==> src/rtl/vga_sync_decoder.sv <==
`default_nettype none
// +----------------------------------------------------------------------------+
// | Module      : vga_sync_decoder                                             |
// | Description : Receive-side VGA timing decoder. Synchronises Hsync/Vsync    |
// |               and vgaRed, measures line and frame periods, locks after     |
// |               LOCK_FRAMES consecutive good frames and reconstructs pixel   |
// |               coordinates and data while locked.                           |
// | Ports       : clk, rst (async, active low)                                 |
// |               Hsync, Vsync (active low), vgaRed[3:0]       -- inputs       |
// |               locked, px_valid, px_x, px_y, px_data,                       |
// |               frame_start, h_period, v_period, sync_err    -- outputs      |
// | Revision    : 1.0  initial release                                         |
// +----------------------------------------------------------------------------+
module vga_sync_decoder #(
  parameter int CLK_DIV     = 4,
  parameter int H_TOTAL     = 801,
  parameter int H_SYNC      = 95,
  parameter int H_BP        = 49,
  parameter int H_ACTIVE    = 640,
  parameter int V_TOTAL     = 526,
  parameter int V_SYNC      = 1,
  parameter int V_BP        = 34,
  parameter int V_ACTIVE    = 480,
  parameter int LOCK_FRAMES = 2
) (
  input  logic        clk,
  input  logic        rst,          // asynchronous, active low
  input  logic        Hsync,
  input  logic        Vsync,
  input  logic [3:0]  vgaRed,
  output logic        locked,
  output logic        px_valid,
  output logic [9:0]  px_x,
  output logic [9:0]  px_y,
  output logic [3:0]  px_data,
  output logic        frame_start,
  output logic [10:0] h_period,
  output logic [10:0] v_period,
  output logic        sync_err
);

  localparam int DIV_W  = (CLK_DIV > 1) ? $clog2(CLK_DIV) : 1;
  localparam int GOOD_W = $clog2(LOCK_FRAMES + 1);

  localparam logic [DIV_W-1:0]  c_div_last    = DIV_W'(CLK_DIV - 1);
  localparam logic [GOOD_W-1:0] c_lock_frames = GOOD_W'(LOCK_FRAMES);
  localparam logic [10:0] c_cnt_max = 11'd2047;
  localparam logic [10:0] c_h_total = 11'(H_TOTAL);
  localparam logic [10:0] c_v_total = 11'(V_TOTAL);
  localparam logic [10:0] c_h_sync  = 11'(H_SYNC);
  localparam logic [10:0] c_v_sync  = 11'(V_SYNC);
  localparam logic [10:0] c_timeout = 11'(2 * H_TOTAL);
  localparam logic [10:0] c_h_start = 11'(H_SYNC + H_BP);
  localparam logic [10:0] c_h_end   = 11'(H_SYNC + H_BP + H_ACTIVE);
  localparam logic [10:0] c_v_start = 11'(V_SYNC + V_BP);
  localparam logic [10:0] c_v_end   = 11'(V_SYNC + V_BP + V_ACTIVE);

  typedef enum logic [1:0] {
    ST_SEARCH = 2'd0,
    ST_TRACK  = 2'd1,
    ST_LOCKED = 2'd2
  } state_t;

  // Input synchronisers; sync lines idle high so reset looks like "no pulse".
  logic       hs_meta_q, hs_sync_q, vs_meta_q, vs_sync_q;
  logic [3:0] red_meta_q, red_sync_q;

  always_ff @(posedge clk or negedge rst) begin
    if (!rst) begin
      hs_meta_q  <= 1'b1;
      hs_sync_q  <= 1'b1;
      vs_meta_q  <= 1'b1;
      vs_sync_q  <= 1'b1;
      red_meta_q <= '0;
      red_sync_q <= '0;
    end else begin
      hs_meta_q  <= Hsync;
      hs_sync_q  <= hs_meta_q;
      vs_meta_q  <= Vsync;
      vs_sync_q  <= vs_meta_q;
      red_meta_q <= vgaRed;
      red_sync_q <= red_meta_q;
    end
  end

  state_t              state_q, state_d;
  logic [DIV_W-1:0]    div_q, div_d;
  logic [GOOD_W-1:0]   good_cnt_q, good_cnt_d;
  logic                hs_prev_q, hs_prev_d, vs_prev_q, vs_prev_d;
  logic [10:0]         h_cnt_q, h_cnt_d, v_cnt_q, v_cnt_d;
  logic [10:0]         h_period_q, h_period_d, v_period_q, v_period_d;
  logic [10:0]         hs_width_q, hs_width_d, vs_width_q, vs_width_d;
  logic                h_armed_q, h_armed_d, frame_bad_q, frame_bad_d;
  logic                locked_q, locked_d, px_valid_q, px_valid_d;
  logic [9:0]          px_x_q, px_x_d, px_y_q, px_y_d;
  logic [3:0]          px_data_q, px_data_d;
  logic                frame_start_q, frame_start_d, sync_err_q, sync_err_d;

  logic        tick, h_fall, h_rise, v_fall, v_rise;
  logic        line_bad, frame_good, timeout;
  logic [10:0] h_cnt_inc, v_cnt_inc, v_line;

  always_comb begin
    tick   = (div_q == c_div_last);
    h_fall = tick &  hs_prev_q & ~hs_sync_q;
    h_rise = tick & ~hs_prev_q &  hs_sync_q;
    v_fall = tick &  vs_prev_q & ~vs_sync_q;
    v_rise = tick & ~vs_prev_q &  vs_sync_q;

    h_cnt_inc = (h_cnt_q == c_cnt_max) ? h_cnt_q : h_cnt_q + 11'd1;
    v_cnt_inc = (v_cnt_q == c_cnt_max) ? v_cnt_q : v_cnt_q + 11'd1;
    // Line count after closing a line on this tick, so a coincident
    // Vsync edge sees the line that just ended.
    v_line    = h_fall ? v_cnt_inc : v_cnt_q;

    div_d         = tick ? '0 : div_q + 1'b1;
    state_d       = state_q;
    good_cnt_d    = good_cnt_q;
    hs_prev_d     = hs_prev_q;
    vs_prev_d     = vs_prev_q;
    h_cnt_d       = h_cnt_q;
    v_cnt_d       = v_cnt_q;
    h_period_d    = h_period_q;
    v_period_d    = v_period_q;
    hs_width_d    = hs_width_q;
    vs_width_d    = vs_width_q;
    h_armed_d     = h_armed_q;
    frame_bad_d   = frame_bad_q;
    px_x_d        = px_x_q;
    px_y_d        = px_y_q;
    px_data_d     = px_data_q;
    px_valid_d    = 1'b0;
    frame_start_d = 1'b0;
    sync_err_d    = 1'b0;
    line_bad      = 1'b0;
    frame_good    = 1'b0;
    timeout       = 1'b0;

    if (tick) begin
      hs_prev_d = hs_sync_q;
      vs_prev_d = vs_sync_q;

      // Position counters hold the position of the current tick: the
      // Hsync edge tick is column 0, the Vsync edge line is row 0.
      if (h_fall) begin
        // The first edge after reset/SEARCH has no valid history to judge.
        line_bad    = h_armed_q && ((h_cnt_inc != c_h_total) || (hs_width_q != c_h_sync));
        h_period_d  = h_cnt_inc;
        h_cnt_d     = '0;
        h_armed_d   = 1'b1;
        frame_bad_d = frame_bad_q | line_bad;
      end else begin
        h_cnt_d = h_cnt_inc;
        timeout = (h_cnt_inc == c_timeout);
      end
      v_cnt_d = v_line;

      if (h_rise) hs_width_d = h_cnt_d;
      if (v_rise) vs_width_d = v_line;

      if (v_fall) begin
        frame_good    = !frame_bad_d && (v_line == c_v_total) && (vs_width_q == c_v_sync);
        v_period_d    = v_line;
        v_cnt_d       = '0;
        frame_bad_d   = 1'b0;
        frame_start_d = 1'b1;
      end

      case (state_q)
        ST_SEARCH: begin
          if (v_fall) begin
            state_d    = ST_TRACK;
            good_cnt_d = '0;
          end
        end
        ST_TRACK: begin
          if (v_fall) begin
            if (frame_good) begin
              good_cnt_d = good_cnt_q + 1'b1;
              if (good_cnt_q + 1'b1 == c_lock_frames) state_d = ST_LOCKED;
            end else begin
              good_cnt_d = '0;
            end
          end
        end
        ST_LOCKED: begin
          if (v_fall && !frame_good) begin
            state_d    = ST_TRACK;
            good_cnt_d = '0;
            sync_err_d = 1'b1;
          end
        end
        default: state_d = ST_SEARCH;
      endcase

      // Loss of Hsync overrides any frame decision on the same tick.
      if (timeout) begin
        state_d    = ST_SEARCH;
        good_cnt_d = '0;
        h_armed_d  = 1'b0;
        sync_err_d = (state_q == ST_LOCKED);
      end

      if ((state_d == ST_LOCKED) &&
          (h_cnt_d >= c_h_start) && (h_cnt_d < c_h_end) &&
          (v_cnt_d >= c_v_start) && (v_cnt_d < c_v_end)) begin
        px_valid_d = 1'b1;
        px_x_d     = 10'(h_cnt_d - c_h_start);
        px_y_d     = 10'(v_cnt_d - c_v_start);
        px_data_d  = red_sync_q;
      end
    end

    locked_d = (state_d == ST_LOCKED);
  end

  always_ff @(posedge clk or negedge rst) begin
    if (!rst) begin
      state_q       <= ST_SEARCH;
      div_q         <= '0;
      good_cnt_q    <= '0;
      hs_prev_q     <= 1'b1;
      vs_prev_q     <= 1'b1;
      h_cnt_q       <= '0;
      v_cnt_q       <= '0;
      h_period_q    <= '0;
      v_period_q    <= '0;
      hs_width_q    <= '0;
      vs_width_q    <= '0;
      h_armed_q     <= 1'b0;
      frame_bad_q   <= 1'b0;
      locked_q      <= 1'b0;
      px_valid_q    <= 1'b0;
      px_x_q        <= '0;
      px_y_q        <= '0;
      px_data_q     <= '0;
      frame_start_q <= 1'b0;
      sync_err_q    <= 1'b0;
    end else begin
      state_q       <= state_d;
      div_q         <= div_d;
      good_cnt_q    <= good_cnt_d;
      hs_prev_q     <= hs_prev_d;
      vs_prev_q     <= vs_prev_d;
      h_cnt_q       <= h_cnt_d;
      v_cnt_q       <= v_cnt_d;
      h_period_q    <= h_period_d;
      v_period_q    <= v_period_d;
      hs_width_q    <= hs_width_d;
      vs_width_q    <= vs_width_d;
      h_armed_q     <= h_armed_d;
      frame_bad_q   <= frame_bad_d;
      locked_q      <= locked_d;
      px_valid_q    <= px_valid_d;
      px_x_q        <= px_x_d;
      px_y_q        <= px_y_d;
      px_data_q     <= px_data_d;
      frame_start_q <= frame_start_d;
      sync_err_q    <= sync_err_d;
    end
  end

  assign locked      = locked_q;
  assign px_valid    = px_valid_q;
  assign px_x        = px_x_q;
  assign px_y        = px_y_q;
  assign px_data     = px_data_q;
  assign frame_start = frame_start_q;
  assign h_period    = h_period_q;
  assign v_period    = v_period_q;
  assign sync_err    = sync_err_q;

endmodule
`default_nettype wire

==> config.mk <==
export PLATFORM = sky130hd
export DESIGN_NAME = vga_sync_decoder
export DESIGN_NICKNAME = d
export VERILOG_FILES = /design/src/rtl/vga_sync_decoder.sv
export SDC_FILE = /design/constraint.sdc
export NUM_CORES = 1
export LEC_CHECK = 0
export ABC_AREA = 1
export BUFFER_PORTS_ARGS = -buffer_cell sky130_fd_sc_hd__buf_2
export CORE_MARGIN = 10
export CORE_UTILIZATION = 53
export CTS_BUF_LIST = sky130_fd_sc_hd__clkbuf_4 sky130_fd_sc_hd__clkbuf_8
export DETAILED_ROUTE_END_ITERATION = 6
export PLACE_DENSITY = 0.73
export SLEW_MARGIN = 10
export SYNTH_ARGS = -nofsm -noshare
export SYNTH_HDL_FRONTEND = slang
export SYNTH_SLANG_ARGS = --single-unit
==> constraint.sdc <==
create_clock -name clk -period 4.6 [get_ports clk]
set_input_delay 1.15 -clock clk [delete_from_list [all_inputs] [get_ports clk]]
set_output_delay 1.15 -clock clk [all_outputs]
set_load 0.005 [all_outputs]
# After elaboration in Yosys (flattened, before gate mapping)
# Index checks and enable logic that the tools add are counted.
dict set report totals {
  out_inout_bits 50
  inputBits 8
  elab_cells 126
  register_bits 116
}
dict set report classes {
  mux 40
  n_bitwise 13
  n_addsub 6
  n_eq_ne 16
  reduce_logical 21
  n_lt_le_gt_ge 4
}
# op count
set ops {}
lappend ops {{$mux W11} 7}
lappend ops {{$eq A11 B11 Y1 const B} 3}
lappend ops {{$mux W2} 14}
lappend ops {{$add A11 B1 Y11 const B} 2}
lappend ops {{$lt A11 B10 Y1 const B} 2}
lappend ops {{$mux W1} 17}
lappend ops {{$pmux W2 S3} 2}
lappend ops {{$reduce_and A2 Y1} 6}
lappend ops {{$eq A11 B1 Y1 const B} 1}
lappend ops {{$eq A11 B10 Y1 const B} 1}
lappend ops {{$ge A11 B6 Y1 const B} 1}
lappend ops {{$ge A11 B8 Y1 const B} 1}
lappend ops {{$ne A11 B10 Y1 const B} 1}
lappend ops {{$ne A11 B7 Y1 const B} 1}
lappend ops {{$eq A2 B2 Y1 const B} 5}
lappend ops {{$sub A10 B6 Y10 const B} 1}
lappend ops {{$sub A10 B8 Y10 const B} 1}
lappend ops {{$and A1 B1 Y1} 8}
lappend ops {{$logic_and A1 B1 Y1} 8}
lappend ops {{$ne A3 B3 Y1 const B} 2}
lappend ops {{$reduce_and A5 Y1} 1}
lappend ops {{$add A2 B1 Y2 const B} 2}
lappend ops {{$not A1 Y1} 4}
lappend ops {{$reduce_bool A4 Y1} 1}
lappend ops {{7 further kinds} 8}

# Depth between registers and ports, before layout
# Gate-level depths: netlist of the first run.
dict set report depth {
  ltp_word 26
  depth_mapped 21
  mapped_depth_nobuf 20
}

# Worst setup path before layout of the first run
# No wires, ideal clock.
dict set report synth_path {
  kind {register to register}
  start {register h_cnt_q[0]}
  end {register px_x_q[3], in the netlist px_x[3]}
  t_required_ns 4.472
  setup_time_ns 0.128
  path_slack_ns 1.952
  stages_incl_launch_ff 18
  t_arrival_ns 2.519
  synth_period_minus_slack_ns 2.648
  path_buffers 1
  path_cell_list {dfrtp_1 ha_1 nand3_1 or2_2 nand3_2 nand2_1 inv_1 ha_1 nand3_1 nor3_1 nand2_1 nand3_1 nand3_1 nor2_2 nand3_4 buf_6 nand2_2 o21ai_2}
}
dict set report synth_via {
  elab_chain_cells 25
  word_cells_on_any_way 36
  classes_between {add/sub (2); order compare (2); eq/ne (4); mux (15); bitwise (1); reduce/logical (12)}
}
# element line
set synth_lines {}
lappend synth_lines {{start, declared} 90} ;# logic [10:0] h_cnt_q, h_cnt_d, v_cnt_q, v_cnt_d;
lappend synth_lines {{start signal, assigned} 245} ;# h_cnt_q <= h_cnt_d;
lappend synth_lines {{$add A11 B1 Y11 or $eq A11 B11 Y1 (tied branches)} 110} ;# h_cnt_inc = (h_cnt_q == c_cnt_max) ? h_cnt_q : h_cnt_q + 11'd1;
lappend synth_lines {{$mux W11 *} 110}
lappend synth_lines {{$ne A11 B10 Y1} 147} ;# line_bad = h_armed_q && ((h_cnt_inc != c_h_total) || (hs_width_q != c_h_sync));
lappend synth_lines {{$logic_or A1 B1 Y1} 147}
lappend synth_lines {{$logic_and A1 B1 Y1} 147}
lappend synth_lines {{$or A1 B1 Y1} 151} ;# frame_bad_d = frame_bad_q | line_bad;
lappend synth_lines {{$mux W1} 145} ;# if (h_fall) begin
lappend synth_lines {{$mux W1} 139} ;# if (tick) begin
lappend synth_lines {{[... 8 more ...]} -}
lappend synth_lines {{$pmux W2 S3} 169} ;# case (state_q)
lappend synth_lines {{$mux W2} 197} ;# if (timeout) begin
lappend synth_lines {{$mux W2} 139}
lappend synth_lines {{$eq A2 B2 Y1} 204} ;# if ((state_d == ST_LOCKED) &&
lappend synth_lines {{$logic_and A1 B1 Y1} 204}
lappend synth_lines {{$logic_and A1 B1 Y1 (2 in a row)} 205} ;# (h_cnt_d >= c_h_start) && (h_cnt_d < c_h_end) &&
lappend synth_lines {{$logic_and A1 B1 Y1} 206} ;# (v_cnt_d >= c_v_start) && (v_cnt_d < c_v_end)) begin
lappend synth_lines {{$reduce_and A2 Y1 (no line)} -}
lappend synth_lines {{end signal, assigned} 255} ;# px_x_q <= px_x_d;
lappend synth_lines {{end, declared} 95} ;# logic [9:0] px_x_q, px_x_d, px_y_q, px_y_d;
# Mark *: on every way between the ends. The rest lies on a longest branch, timed or not. The select of a mux whose other input is x is not followed.
# A chain may end at the register's enable or synchronous reset.

# Worst setup path after layout of the first run
dict set report layout_path {
  start {register div_q[0]}
  end {register px_y_q[1], in the netlist px_y[1]}
}
dict set report layout_via {
  elab_chain_cells 22
  word_cells_on_any_way 40
  classes_between {add/sub (1); order compare (4); eq/ne (3); mux (18); bitwise (4); reduce/logical (10)}
}
# element line
set layout_lines {}
lappend layout_lines {{start, declared} 87} ;# logic [DIV_W-1:0] div_q, div_d;
lappend layout_lines {{start signal, assigned} 241} ;# div_q <= div_d;
lappend layout_lines {{$eq A2 B2 Y1 *} 104} ;# tick = (div_q == c_div_last);
lappend layout_lines {{parallel branches: the longest is 21 deep, another holds $mux W11} -}
lappend layout_lines {{end signal, assigned} 256} ;# px_y_q <= px_y_d;
lappend layout_lines {{end, declared} 95}
# Every way passes the cells marked *. The select of a mux whose other input is x is not followed.

==> impl_results.md, run 1 <==
- Status: finished, final reports clean
- Fraction of registers with async set or reset after synthesis: 100.0%
- Headroom to the max-slew limit: roughly half
- Most frequent cell after synthesis: nand2_1
- Maximum vdd drop: roughly 0.25 mV
- Die Span X: around 130 µm
- Yosys reg bits: around 120
- Clock-pin slew on the worst setup and hold paths: 0.07 ns
- CP max FO: 37
- Area delta synth->final: 14.12%
- EDFF count, synth: 0
- Latest clock arrival within the worst-skew pair: roughly 0.45 ns
- Clk_skew: 0.01397 ns
- All-Layer GR Usage: between 10% and 20%
- Top cells by count, synth: nand2_1, dfrtp_1, inv_1
- Seq/Total Area, Yosys: roughly half
- CP bufs+invs: 3
- Sw Ratio: between 20% and 30%
- RSZ-0062 raised after global routing: no
- Pint: 0.001810 W
- Crit path required time: around 5 ns
- Critical path capture point type: flip-flop
- Pwr Density: 370.8 mW/mm²
- Pre-antenna DRT Iters: 5
- Final ANT Viol Nets: 0
- Die H: around 130 µm
- NetSw: about 0.0007 W
- # fillers: 959
- Crit-path cells: ha_1 > nand2_2 > nor2_4 > nand3_2 > nor2_4 > inv_1 > nand3_1 > nand2_1 > inv_1 > nand2_1 > nor2_2 > nand3_1 > nand2_1 > a21oi_1 > nor2_4 > nand3_4 > inv_2 > nand2_1 > nand2_1
- Worst hold path type: reg2reg
- Ys Warns: 0
- Yosys top cell by area: dfrtp_1
- Worst setup SP type: flip-flop
- Number of clock buffers inserted by TritonCTS: 17
- Setup repair bufs after CTS: 0
- Post-detail-place hpwl: around 10 mm
- Post_cts resized: 0
- Top cell type's share of synthesized area: 46.44%
- GP Congestion: roughly 0.9
- Critical path class: reg2reg
- First-pass GRT wire length: approximately 24 mm
- Comb pwr share: 12.5%
- Synth top area cells: dfrtp_1, nand2_1, o21ai_0
- Fin crit period: between 3 and 4 ns
- GRT Residual Overflow: 0
- Setup_tns: 0 ns
- IO buf count: 57
- FF+latch area: a little under 0.003 mm²
- Endpoints failing setup: 0
- CTS tree: yes
- Sequential power share: a little under half
- CTS sink count: about 120
- Syn Inst Count: 710
- Final Max Slew Viols: 0
- Leak: approximately 3.5 nW
- H-tree depth: 4
- Total of max-cap violations: 0
- Rows: 38
- Clock Root Buffer: clkbuf_8
- CTS Buffer Depth: 2
- Initial antenna violation count: 0
- Core area: about 0.011 mm²
- Synth cell types: 40
- Die area: roughly 0.016 mm²
- Post-Synthesis Net Count: ~730
- Fin area: between 0.006 and 0.007 mm²
- Footprint of the multi-input gates: 0.002601 mm²
- Share of layout cells above drive strength 1: around 22%
- Number of global-route vias before repair: ~4800
- Avg Inst Size Synth: 8.348 µm²
- Layout net count: about 800
- CP most frequent cell: nand2_1
- Starting Density: 54.44%
- # hold bufs at CTS: 0
- Via count: approximately 4900
- Final hold vios: 0
- Ports: 58
- Period utilization: around 86%
- Critical Path AT: between 4 and 5 ns
- First DRT Iteration DRCs: around 360
- Via density: between 5 and 6
- Post-Route WL: 14.34 mm
- ANT cells: 0
- Placement Cell Area: about 0.0063 mm²
- Clock group share of total power: 42.0%
- CP top delay family: simple AND/OR/NAND/NOR gates
- Synthesized area: 0.005927 mm²
- Max incr delay on CP: ~0.55 ns
- Worst-margin pin slew: approximately 0.72 ns
- Remaining DRCs: 0
- Largest net degree at the start of global routing: between 60 and 70
- Primary FF master, synth: dfrtp_1
- WL/cell: roughly 16 µm
- Fmax: ~250 MHz
- Slowest CP cell: ha_1
layout make-up:
cell class / count / share of cell area (%)
tap: 140 / 2.590
multi-input combinational: 493 / 38.46
timing repair buffer: 60 / 4.772
clock buffer: 20 / 3.977
clock inverter: 12 / 2.627
inverter: 82 / 4.550
sequential: 116 / 43.03
worst reg2reg max path: cells and delay by family (launching register included):
family / cells / cell delay [ns]
buffers and inverters: 3 / 0.48
adder cells (fa/ha/maj): 1 / 0.55
AND/OR/NAND/NOR: 14 / 2.36
AO/OA/AOI/OAI: 1 / 0.14
flip-flops: 1 / 0.36
metal layers:
| metal | vias up | track usage [%] | routed length [µm] | part of all wire, % |
|---|---|---|---|---|
| met5 | - | 0 | 0 | 0 |
| met4 | 0 | 8.975 | 365 | 2.5 |
| met3 | 33 | 4.279 | 795 | 5.5 |
| met2 | 170 | 28.91 | 6769 | 47 |
| met1 | 2347 | 22.91 | 6404 | 45 |
| li1 | 2392 | - | - | - |
placed cells by master (no fill, tap or decap), types with 2 or more instances in the layout:
cell / Yosys / routed
a21oi_1: 8 / 8
a21oi_4: 2 / 2
a31oi_1: 4 / 4
buf_2: 2 / 56
buf_4: 1 / 3
bufinv_16: 0 / 4
clkbuf_8: 0 / 19
clkinv_1: 3 / 3
clkinv_2: 0 / 3
clkinv_4: 0 / 3
dfrtp_1: 110 / 110
dfstp_2: 6 / 6
ha_1: 13 / 13
inv_1: 73 / 73
inv_2: 6 / 6
nand2_1: 195 / 195
nand2_2: 24 / 24
nand3_1: 42 / 42
nand3_2: 8 / 8
nand3b_1: 3 / 3
nand4_1: 8 / 8
nor2_1: 52 / 52
nor2_2: 9 / 9
nor2_4: 9 / 9
nor3_1: 10 / 10
nor4_1: 5 / 5
o21ai_0: 62 / 62
o21ai_2: 12 / 12
or2_2: 2 / 2
xnor2_1: 4 / 4
xor2_1: 10 / 10
final timing paths:
check / slack [ns] / cells past startpoint / start / endpoint
worst min register to register: 0.35 / 0 / red_meta_q[1] / red_sync_q[1]
worst max register to register: 0.63 / 19 / div_q[0] / px_y[1]
min in group asynchronous: 0.75 / 1 / rst / hs_width_q[5]
worst min-delay path: 0.35 / 0 / red_meta_q[1] / red_sync_q[1]
max in group asynchronous: 3.08 / 2 / rst / v_cnt_q[5]
worst max-delay path: 0.63 / 19 / div_q[0] / px_y[1]
power by group through the flow:
stage	clock network [W]	logic [W]	registers, W
final	0.00105	0.000314	0.00114
after global routing	0.00111	0.000358	0.00115
after CTS	0.00107	0.000316	0.00114
after detailed placement	0	0.000313	0.00116
after global placement	0	0.000309	0.00115
after floorplan	0	0.000206	0.00114
flip-flops by register name, indices dropped and copies added (netlist names), 2 cells and up:
name and count:
px_x 10, px_y 10, v_cnt_q 11, px_data 4, hs_width_q 11, good_cnt_q 2, v_period 11, red_meta_q 4
vs_width_q 11, red_sync_q 4, h_cnt_q 11, state_q 2, div_q 2, h_period 11
logic make-up after synthesis:
logic type / after synthesis / synth area share [%]
AND/OR/NAND/NOR: 373 / 29.81
flip-flops: 116 / 49.10
buffers and inverters: 101 / 7.009
AO/OA/AOI/OAI: 93 / 9.268
XOR/XNOR: 14 / 2.069
adder cells (fa/ha/maj): 13 / 2.744
per-stage QoR:
step	setup WS (ns)	instances	hold WS [ns]	power, W	utilization (%)
floorplan	1.952	710	0.3312	0.001350	-
finish	0.6279	923	0.3520	0.002508	62.12
detailed placement	0.6627	891	0.3403	0.001470	58.02
global placement	0.8031	891	0.3387	0.001462	58.02
global route	0.2431	923	0.3582	0.002619	62.12
CTS	0.6466	923	0.3555	0.002525	62.12
Note: power is estimated with default switching activity, not from simulation.
==> run 2, diff against run 1 <==
==> constraint.sdc (replaced) <==
create_clock -name clk -period 4.6 [get_ports clk]
set_input_delay 0.92 -clock clk [delete_from_list [all_inputs] [get_ports clk]]
set_output_delay 0.92 -clock clk [all_outputs]
set_load 0.005 [all_outputs]
==> impl_results.md, run 2 (synthesized netlist as in run 1, its figures left out) <==
- Share of layout cells above drive strength 1: 21.90% (-0.20 points)
- Crit-path cells: ha_1 > nand2_2 > nor2_4 > nand3_2 > nor2_4 > inv_1 > nand3_1 > nand2_1 > inv_1 > nand2_1 > nor2_2 > nand3_1 > nand2_1 > a21oi_1 > nor2_4 > nand3_4 > inv_2 > nand2_1 > nand2_1
- Crit path required time: 4.99 ns (about the same)
- Max incr delay on CP: 0.52 ns (-0.03 ns)
- GP Congestion: 0.9276 (+0.62%)
- First DRT Iteration DRCs: 273 (-25%)
- Setup_tns: 0 ns (unchanged)
- Fin crit period: 3.808 ns (-0.1636 ns)
- Critical path capture point type: flip-flop
- GRT Residual Overflow: 0 (unchanged)
- Status: finished, final reports clean
- Final ANT Viol Nets: 0 (unchanged)
- CP max FO: 37 (unchanged)
- Worst-margin pin slew: 0.7008 ns (-0.02102 ns)
- CTS Buffer Depth: 2 (unchanged)
- Footprint of the multi-input gates: 0.002601 mm² (unchanged)
- Number of global-route vias before repair: 4803 (-0.89%)
- Slowest CP cell: ha_1
- Fmax: 262.6 MHz (+4.3%)
- H-tree depth: 4 (unchanged)
- Post-detail-place hpwl: 10.58 mm (+1.2%)
- CTS sink count: 116 (unchanged)
- Remaining DRCs: 0 (unchanged)
- Fin area: 0.006708 mm² (-0.83%)
- Number of clock buffers inserted by TritonCTS: 17 (unchanged)
- Final hold vios: 0 (unchanged)
- Area delta synth->final: 13.17%
- CTS tree: yes
- Period utilization: 82.79% (-3.6 points)
- Starting Density: 54.44% (unchanged)
- Via density: 5.284 (-1.3%)
- Clock Root Buffer: clkbuf_8
- RSZ-0062 raised after global routing: no
- Pre-antenna DRT Iters: 5 (unchanged)
- Endpoints failing setup: 0 (unchanged)
- Final Max Slew Viols: 0 (unchanged)
- Latest clock arrival within the worst-skew pair: 0.46 ns (about the same)
- Rows: 38 (unchanged)
- Worst hold path type: reg2reg
- Die Span X: 125.8 µm (unchanged)
- FF+latch area: 0.002910 mm² (unchanged)
- CP bufs+invs: 3 (unchanged)
- First-pass GRT wire length: 23.60 mm (-0.75%)
- Leak: 3.453 nW (-0.78%)
- Via count: 4867 (-1.5%)
- Die H: 125.8 µm (unchanged)
- Critical Path AT: 4.20 ns (-0.16 ns)
- Die area: 0.01581 mm² (unchanged)
- Post-Route WL: 14.16 mm (-1.2%)
- Layout net count: 792 (+0.13%)
- Clk_skew: 0.01855 ns (+0.004573 ns)
- Worst setup SP type: flip-flop
- # fillers: 952 (-0.73%)
- CP top delay family: simple AND/OR/NAND/NOR gates
- Placement Cell Area: 0.006312 mm² (about the same)
- IO buf count: 57 (unchanged)
- Critical path class: reg2reg
- Ports: 58 (unchanged)
- All-Layer GR Usage: 18.24% (about the same)
- Largest net degree at the start of global routing: 49 (-22%)
- Core area: 0.01089 mm² (unchanged)
- Headroom to the max-slew limit: 53.15% (+1.3 points)
- Setup repair bufs after CTS: 0 (unchanged)
- Total of max-cap violations: 0 (unchanged)
- Commonest non-fill, non-tap cells in the layout: nand2_1, dfrtp_1, inv_1
- CP most frequent cell: nand2_1
- Clock-pin slew on the worst setup and hold paths: 0.07 ns (about the same)
- # hold bufs at CTS: 0 (unchanged)
- WL/cell: 15.38 µm (-0.98%)
- Pwr Density: 360.6 mW/mm² (-2.8%)
- Maximum vdd drop: 0.2329 mV (-8.3%)
- ANT cells: 0 (unchanged)
- Post_cts resized: 0 (unchanged)
- Most common cell after layout, fill and taps aside: nand2_1
- Initial antenna violation count: 0 (unchanged)
[run 2: cell types whose count changed in the layout (fill, tap and decap cells not counted), sizes merged]
cell and change:
buf +1, clkinvlp +1, clkinv -1, bufinv -1, clkbuf -1, inv -1
[run 2: final timing paths]
kind	start	to	slack [ns]	cells after the start
max	div_q[0]	px_y[1]	0.79	19
min	red_meta_q[2]	red_sync_q[2]	0.35	0
max reg2reg	div_q[0]	px_y[1]	0.79	19
min reg2reg	red_meta_q[2]	red_sync_q[2]	0.35	0
max in group asynchronous	rst	vs_width_q[6]	3.20	2
min in group asynchronous	rst	hs_width_q[3]	0.42	1
[run 2: layout make-up]
type | instances | share of cell area [%]
Sequential cell | 116 | 43.39
Multi-Input combinational cell | 493 | 38.78
Timing Repair Buffer | 61 | 4.738
Inverter | 82 | 4.589
Clock buffer | 19 | 3.899
Tap cell | 140 | 2.611
Clock inverter | 10 | 1.996
[run 2: power breakdown]
part | switching (W) | internal, W
registers | 0.0000592 | 0.00108
clock network | 0.000405 | 0.000551
logic | 0.000220 | 0.000100
total | 0.000684 | 0.00173
[run 2: metal layers]
metal	global-route usage [%]	vias up	part of all wire (%)
li1	-	2384	-
met1	22.08	2309	44
met2	29.22	145	47
met3	6.208	29	6.3
met4	7.502	0	1.8
met5	0	-	0
[run 2: through the flow]
stage / util [%] / setup slack (ns) / hold WS, ns / std cells / total power (W)
floorplan: - / 1.952 / 0.3312 / 710 / 0.001350
global placement: 57.98 / 0.9324 / 0.3377 / 892 / 0.001471
detailed placement: 57.98 / 0.7825 / 0.3403 / 892 / 0.001480
CTS: 61.61 / 0.7700 / 0.3555 / 921 / 0.002437
global route: 61.61 / 0.3243 / 0.3595 / 921 / 0.002537
finish: 61.61 / 0.7916 / 0.3515 / 921 / 0.002419
==> run 3, diff against run 2 <==
--- a/config.mk
+++ b/config.mk
@@ -11,7 +11,7 @@
 export CORE_UTILIZATION = 53
 export CTS_BUF_LIST = sky130_fd_sc_hd__clkbuf_4 sky130_fd_sc_hd__clkbuf_8
 export DETAILED_ROUTE_END_ITERATION = 6
-export PLACE_DENSITY = 0.73
+export PLACE_DENSITY = 0.76
 export SLEW_MARGIN = 10
 export SYNTH_ARGS = -nofsm -noshare
 export SYNTH_HDL_FRONTEND = slang
==> constraint.sdc (replaced) <==
create_clock -name clk -period 3.1 [get_ports clk]
set_input_delay 0.62 -clock clk [delete_from_list [all_inputs] [get_ports clk]]
set_output_delay 0.62 -clock clk [all_outputs]
set_load 0.005 [all_outputs]
==> impl_results.md, run 3 (synthesized netlist as in run 1, its figures left out) <==
- Status: finished, final reports clean
- Area delta synth->final: 19.48%
- Worst hold path type: in2async
- Number of clock buffers inserted by TritonCTS: 17 (unchanged)
- CP most frequent cell: nand2_1
- Core Util, Final: 65.04% (+3.4 points)
- Die Span X: 125.8 µm (unchanged)
- Leak: 3.637 nW (+5.3%)
- CTS sink count: 116 (unchanged)
- Crit path required time: 3.43 ns (-1.56 ns)
- CP max FO: 5 (-86%)
- Rows: 38 (unchanged)
- Critical Path AT: 3.25 ns (-0.95 ns)
- Starting Density: 54.44% (unchanged)
- Total of max-cap violations: 0 (unchanged)
- Core area: 0.01089 mm² (unchanged)
- CTS Buffer Depth: 2 (unchanged)
- Initial antenna violation count: 0 (unchanged)
- IO buf count: 57 (unchanged)
- All-Layer GR Usage: 19.34% (+1.1 points)
- Final ANT Viol Nets: 0 (unchanged)
- H-tree depth: 4 (unchanged)
- Critical path class: reg2reg
- Final Max Slew Viols: 0 (unchanged)
- Final hold vios: 0 (unchanged)
- Endpoints failing setup: 0 (unchanged)
- WL/cell: 15.97 µm (+3.8%)
- Latest clock arrival within the worst-skew pair: 0.46 ns (about the same)
- Setup slack after layout: 0.1812 ns (-0.6103 ns)
- Clk_skew: 0.01949 ns (+0.0009427 ns)
- # hold bufs at CTS: 0 (unchanged)
- Pwr Density: 526.3 mW/mm² (+46%)
- Max incr delay on CP: 0.43 ns (-0.09 ns)
- Layout net count: 826 (+4.3%)
- Via count: 5092 (+4.6%)
- Place WS: 0.005900 ns (-0.7766 ns)
- Clock Root Buffer: clkbuf_8
- CTS tree: yes
- Fmax: 342.6 MHz (+30%)
- Maximum vdd drop: 0.4034 mV (+73%)
- Worst setup SP type: flip-flop
- Number of global-route vias before repair: 4963 (+3.3%)
- First DRT Iteration DRCs: 338 (+24%)
- Post-Route WL: 15.30 mm (+8.0%)
- Pre-antenna DRT Iters: 5 (unchanged)
- Fin crit period: 2.919 ns (-0.8897 ns)
- GRT Residual Overflow: 0 (unchanged)
- Share of layout cells above drive strength 1: 26.28% (+4.4 points)
- GP Congestion: 0.9260 (-0.17%)
- Most common cell after layout, fill and taps aside: nand2_1
- ANT cells: 0 (unchanged)
- Die area: 0.01581 mm² (unchanged)
- Post-detail-place hpwl: 11.02 mm (+4.2%)
- Slowest CP cell: dfrtp_1
- Critical path capture point type: flip-flop
- Commonest non-fill, non-tap cells in the layout: nand2_1, dfrtp_1, inv_1
- # fillers: 901 (-5.4%)
- First-pass GRT wire length: 25.01 mm (+6.0%)
- Headroom to the max-slew limit: 44.28% (-8.9 points)
- Remaining DRCs: 0 (unchanged)
- Largest net degree at the start of global routing: 48 (-2.0%)
- Clock-pin slew on the worst setup and hold paths: 0.07 ns (about the same)
- Die H: 125.8 µm (unchanged)
- Via density: 5.315 (+0.58%)
- Crit-path cells: ha_4 > nand2_2 > nor2_4 > nand4_4 > buf_4 > nand2_2 > nand2_1 > nor2_1 > nand3_2 > a21oi_4 > nand4_1 > nand2_1 > nand2_1 > nor2_4 > nand3_4 > clkbuf_2 > buf_4 > nand2_1 > o21ai_2
- Period utilization: 94.15% (+11 points)
- Worst-margin pin slew: 0.8334 ns (+0.1326 ns)
- Ports: 58 (unchanged)
run 3: final timing paths:
check                            from  depth (start not counted)            end  slack [ns]
max                        h_cnt_q[1]                         19        px_y[0]        0.18
min                               rst                          1    h_period[1]        0.14
max reg2reg                h_cnt_q[1]                         19        px_y[0]        0.18
min reg2reg                 vs_meta_q                          0      vs_sync_q        0.35
max in group asynchronous         rst                          2  vs_width_q[4]        2.13
min in group clk                Hsync                          1      hs_meta_q        0.27
run 3: worst max-delay path, delay by kind of cell, from the launching register on:
| kind | cells | cell delay (ns) |
|---|---|---|
| AO/OA/AOI/OAI | 2 | 0.24 |
| adder cells (fa/ha/maj) | 1 | 0.18 |
| AND/OR/NAND/NOR | 13 | 1.47 |
| buffers and inverters | 3 | 0.48 |
| flip-flops | 1 | 0.43 |
run 3: what timing repair did:
item / CTS / global route
buffers inserted: 0 / 19
endpoints found under the setup margin: 1 / 26
cloned: 0 / 1
pin swaps: 0 / 7
gates resized for setup: 1 / 10
run 3: per-layer routing:
layer	routed length [µm]	GRT usage (%)
met1	6682	24.39
met2	7504	31.74
met3	902	4.782
met4	206	6.698
met5	0	0
run 3: area by class of cell:
type | count | area, µm² | share of cell area (%)
Inverter | 82 | 307.8 | 4.346
Clock inverter | 13 | 173.9 | 2.456
Clock buffer | 19 | 261.5 | 3.693
Sequential cell | 116 | 2910 | 41.10
Multi-Input combinational cell | 494 | 2653 | 37.46
Tap cell | 140 | 175.2 | 2.473
Timing Repair Buffer | 94 | 600.6 | 8.481
run 3: per-stage QoR:
stage	instances	total power (W)	area, µm²	setup TNS, ns	hold WS (ns)
6_report	958	0.003727	7082	0	0.1408
5_1_grt	958	0.003907	7082	-0.03960	0.1606
4_1_cts	938	0.003696	6885	0	0.1391
3_5_place_dp	906	0.002177	6442	0	0.3373
3_3_place_gp	906	0.002164	6442	0	0.3330
2_1_floorplan	710	0.002004	5927	0	0.3244
run 3: where the power goes:
part	switching (W)	total, W	internal [W]
Combinational	0.000331	0.000526	0.000195
Clock	0.000667	0.00151	0.000847
Sequential	0.0000814	0.00169	0.00161
Total	0.00108	0.00373	0.00265
